--- config.mk ---
export PLATFORM = sky130hd
export DESIGN_NAME = clock_divider_multi
export DESIGN_NICKNAME = d
export VERILOG_FILES = /design/src/rtl/clock_divider_multi.sv
export SDC_FILE = /design/constraint.sdc
export NUM_CORES = 1
export LEC_CHECK = 0
export ABC_CLOCK_PERIOD_IN_PS = 7100
export BUFFER_PORTS_ARGS = -buffer_cell sky130_fd_sc_hd__clkbuf_2
export CORE_ASPECT_RATIO = 0.5
export CORE_MARGIN = 10
export CORE_UTILIZATION = 60
export CTS_CLUSTER_SIZE = 16
export DETAILED_ROUTE_END_ITERATION = 10
export GPL_TIMING_DRIVEN = 0
export PLACE_DENSITY = 0.81
export SLEW_MARGIN = 15
export SYNTH_ARGS = -nofsm -noshare
export SYNTH_HDL_FRONTEND = slang
export SYNTH_SLANG_ARGS = --single-unit
--- constraint.sdc ---
create_clock -name RawClock -period 7.1 [get_ports RawClock]
set_input_delay 1.42 -clock RawClock [delete_from_list [all_inputs] [get_ports RawClock]]
set_output_delay 1.42 -clock RawClock [all_outputs]
set_load 0.01 [all_outputs]
--- src/rtl/clock_divider_multi.sv ---
// N-channel runtime-scalable clock divider with freeze, glitch-free rescale and single-step.
// Outputs are registered; scale changes only land on phase boundaries, so no runt phases.
module clock_divider_multi #(
  parameter int CHANNELS = 2,
  parameter int WIDTH    = 32
) (
  input  logic                        RawClock,
  input  logic                        Reset_n,
  input  logic [CHANNELS*WIDTH-1:0]   ClockScale,
  input  logic [CHANNELS-1:0]         Enable,
  input  logic [CHANNELS-1:0]         StepMode,
  input  logic [CHANNELS-1:0]         StepReq,
  output logic [CHANNELS-1:0]         ClockOut,
  output logic [CHANNELS-1:0]         RiseTick,
  output logic [CHANNELS-1:0]         Busy
);

  typedef enum logic [1:0] {
    IDLE    = 2'd0,
    RUN     = 2'd1,
    STEP_HI = 2'd2,
    STEP_LO = 2'd3
  } state_t;

  localparam logic [WIDTH:0] ONE = {{WIDTH{1'b0}}, 1'b1};

  for (genvar i = 0; i < CHANNELS; i++) begin : g_ch
    state_t           state, state_nxt;
    logic [WIDTH-1:0] cnt, cnt_nxt;
    logic [WIDTH-1:0] sh, sh_nxt;
    logic [WIDTH-1:0] scale;
    logic             out, out_nxt;
    logic             tick, tick_nxt;
    logic             busy, busy_nxt;
    logic [WIDTH:0]   half;
    logic [WIDTH:0]   cnt_inc;
    logic             hit;

    assign scale   = ClockScale[i*WIDTH +: WIDTH];
    // Compare one bit wider than the counter so an all-ones scale cannot wrap.
    assign half    = (sh == '0) ? ONE : {1'b0, sh};
    assign cnt_inc = {1'b0, cnt} + ONE;
    assign hit     = (cnt_inc >= half);

    always_comb begin
      state_nxt = state;
      cnt_nxt   = cnt;
      sh_nxt    = sh;
      out_nxt   = out;
      busy_nxt  = busy;
      tick_nxt  = 1'b0;

      if (Enable[i]) begin
        case (state)
          IDLE: begin
            cnt_nxt = '0;
            out_nxt = 1'b0;
            sh_nxt  = scale;
            if (!StepMode[i]) begin
              state_nxt = RUN;
            end else if (StepReq[i]) begin
              state_nxt = STEP_HI;
              out_nxt   = 1'b1;
              busy_nxt  = 1'b1;
            end
          end
          default: begin
            if (hit) begin
              cnt_nxt = '0;
              sh_nxt  = scale;
              case (state)
                RUN: begin
                  if (out) begin
                    out_nxt = 1'b0;
                    if (StepMode[i]) state_nxt = IDLE;
                  end else if (StepMode[i]) begin
                    // Park low instead of rising when step mode is requested.
                    state_nxt = IDLE;
                  end else begin
                    out_nxt = 1'b1;
                  end
                end
                STEP_HI: begin
                  out_nxt   = 1'b0;
                  state_nxt = STEP_LO;
                end
                default: begin
                  busy_nxt  = 1'b0;
                  state_nxt = StepMode[i] ? IDLE : RUN;
                end
              endcase
            end else begin
              cnt_nxt = cnt_inc[WIDTH-1:0];
            end
          end
        endcase
      end else if (state == IDLE) begin
        sh_nxt = scale;
      end

      tick_nxt = out_nxt & ~out;
    end

    always_ff @(posedge RawClock) begin
      if (!Reset_n) begin
        state <= StepMode[i] ? IDLE : RUN;
        cnt   <= '0;
        sh    <= scale;
        out   <= 1'b0;
        tick  <= 1'b0;
        busy  <= 1'b0;
      end else begin
        state <= state_nxt;
        cnt   <= cnt_nxt;
        sh    <= sh_nxt;
        out   <= out_nxt;
        tick  <= tick_nxt;
        busy  <= busy_nxt;
      end
    end

    assign ClockOut[i] = out;
    assign RiseTick[i] = tick;
    assign Busy[i]     = busy;
  end

endmodule

==> run_results.csv <==
group,metric,value,unit
yosys,synth_flop_cell,"dfxtp_1",
power,power.switching,0.500,mW
floorplanning,die_x,179,um
routing,drt_pre_antenna_iters,5,
yosys,synth_async_sr_flop_share,0,%
yosys,synth_top_area_share,27.0,%
worst_setup_path,critical_path_class,"register to register",
grt,grtUsageMet1,22.7,%
sta,max_freq,0.190,GHz
power,leakage,3.94,nW
place,gp_congestion,0.881,
yosys,synth_common_cells,"inv_1 (82), ha_1 (74), dfxtp_1 (70)",
sta,drv_slew,0,
floorplanning,coreArea,0.0121,sq mm
yosys,synth_area_leaders,"edfxtp_1 (27%), dfxtp_1 (19%), ha_1 (12%), a22o_1 (5.9%), xnor2_1 (4.4%)",
grt,grt_busiest_layer,"met2",
sta,setup_viol,0,
routing,drc,0,
routing,detail_route.wl_per_cell,15.9,um
power,p_per_area,230,mW/mm^2
floorplanning,dieArea,0.0178,sq mm
routing,drt-total-wl,16200,um
layout,synthToLayoutAreaGrowth,16.3,%
yosys,avgSynthCellArea,10.1,sq um
clock_tree,htreeDepth,4,
worst_setup_path,crit_start,"g_ch[1].cnt[2]$_SDFFE_PN0P_",
power,p_sw_share,24.7,%
run,drv_cap,0,
worst_hold_path,hold_path.class,"register to register",
worst_setup_path,critical_path.max_fanout,32,
sta,whs,488,ps
clock_tree,cts_buffers,17,
yosys,ys_types,53,
sta,grt_setup_unrepaired,"no",
grt,grt_pass1_vias,5939,
power,peakVddDrop,0.143,mV
yosys,synth_area,0.00757,sq mm
clock_tree,postCtsSetupBuffers,0,
layout,layout.nets,988,
clock_tree,cts_hold_buf,0,
clock_tree,path_clk_slew,60,ps
grt,grtUsageTotal,18.7,%
grt,overflow,0,
yosys,synth_nets,892,
worst_setup_path,endpoint_kind,"register",
yosys,yosysWarnings,0,
power,p_int,1.53,mW
grt,grt_max_degree,33,
clock_tree,cts_tree,"done",
yosys,synthCells,746,
power,pwr-share-seq,45.4,%
clock_tree,clk_path_buf_depth,2,
sta,final-hold-violation-count,0,
yosys,synth_edf_count,68,
clock_tree,cts_num_sinks,138,
worst_setup_path,required,7150,ps
sta,tightest_slew,850,ps
sta,slew_headroom,43.2,%
grt,grt_pass1_wl,27300,um
floorplanning,start_util,62.6,%
sta,period_needed,5260,ps
layout,diodes,0,
routing,vias,5874,
yosys,synth_top_area_cell,"edfxtp_1",
worst_setup_path,rr_startpoint,"g_ch[1].cnt[2]$_SDFFE_PN0P_",
clock_tree,cts_root_buffer,"clkbuf_16",
clock_tree,clk_latency,420,ps
worst_setup_path,critPathArrivalTime,5310,ps
worst_hold_path,hp-start,"g_ch[1].cnt[31]$_SDFFE_PN0P_",
power,combPwrFrac,9.0,%
routing,avgViaCountPerCell,5.76,
floorplanning,boundaryPins,78,
layout,drive_above_1_share,15.2,%
yosys,yosysMostFrequentCell,"inv_1",
routing,ant_nets,0,
grt,grt_util_met2,31.7,%
floorplanning,rows,28,
power,finalPower,2.03,mW
sta,tns,0,ps
floorplanning,die_h,99.4,um
routing,drt_iter0_drc,447,
grt,gr-usage-met3,4.57,%
sta,finalCritPeriodShare,74.1,%
grt,antenna_found_initial,0,
place,portBuffers,76,
worst_setup_path,start_kind,"register",
outcome,outcome,"finished, final reports clean",
yosys,seq_area_frac_synth,45.5,%
power,clockPowerShare,45.6,%
yosys,ys_seq_elements,138,
sta,clock-skew-final,11.2,ps
place,hpwl,12100,um
clock_tree,cts_resized,0,
routing by layer:
layer  up-vias  share of wire (%)
li1       2937                  -
met1      2753                 46
met2       159                 48
met3        25                4.9
met4         0                1.6
met5         -                  0
critical path: stages, from the launching register on:
cell	delay, ps
dfxtp_1	480
and3_1	290
nand3_1	210
nor3_1	590
nand2_1	230
and2_1	230
or2_2	320
ha_1	310
nand3_1	130
or4_1	590
nor4_1	310
a21oi_1	150
nand3_1	200
nor3_1	130
nor2_4	700
logic make-up after synthesis:
family                   after synthesis  synth area share (%)
multiplexers                           1                 0.149
AND/OR/NAND/NOR                      224                  15.9
adder cells (fa/ha/maj)               74                  12.2
XOR/XNOR                              55                  6.36
flip-flops                           138                  45.5
AO/OA/AOI/OAI                        148                  13.9
buffers and inverters                106                  5.97
area by class of cell:
| type | instances | area, sq um |
|---|---|---|
| multi-input combinational | 502 | 3690 |
| sequential | 138 | 3440 |
| fill | 883 | 3280 |
| clock buffer | 18 | 429 |
| timing repair buffer | 77 | 395 |
| inverter | 83 | 312 |
| tap | 165 | 206 |
| clock inverter | 14 | 185 |
| buffer | 23 | 140 |
cell usage in the layout, fill, tap and decap left out, types with 33 or more instances in the layout:
cell type / synthesis / layout
inv_1: 82 / 82
a21oi_1: 34 / 33
nand4_1: 34 / 34
nor2_1: 40 / 39
xnor2_1: 38 / 38
dfxtp_1: 70 / 70
ha_1: 74 / 74
edfxtp_1: 68 / 68
nand2_1: 48 / 48
clkbuf_2: 0 / 76
a22o_1: 51 / 51
final timing paths:
| check | end | slack [ps] | depth (start not counted) |
|---|---|---|---|
| worst max register to register | g_ch[1].sh[21]$_DFFE_PP_ | 1840 | 14 |
| worst min-delay path | g_ch[1].cnt[31]$_SDFFE_PN0P_ | 490 | 1 |
| worst max-delay path | g_ch[1].sh[21]$_DFFE_PP_ | 1840 | 14 |
| worst min register to register | g_ch[1].cnt[31]$_SDFFE_PN0P_ | 490 | 1 |
through the flow:
step                cells  area (sq um)  utilization [%]  setup slack (ps)
finish               1020          8800             72.8              1840
global route         1020          8800             72.8              1500
CTS                  1020          8800             72.8              1900
detailed placement    988          8190             67.8              1910
global placement      987          8160             67.5               463
floorplan             746          7570                -              1680
registers in the layout, indices dropped and copies added (netlist names):
name	count
g_ch.cnt	64
g_ch.sh	64
g_ch.state	4
g_ch.busy	2
g_ch.out	2
g_ch.tick	2
power by group through the flow:
stage               Combinational [mW]  Sequential, mW  Clock (mW)
floorplan                        0.119           0.932           0
finish                           0.182           0.921       0.924
global placement                 0.168           0.940           0
global route                     0.208           0.928       0.972
detailed placement               0.180           0.939           0
CTS                              0.183           0.922       0.937
Note: power is estimated with default switching activity, not from simulation.
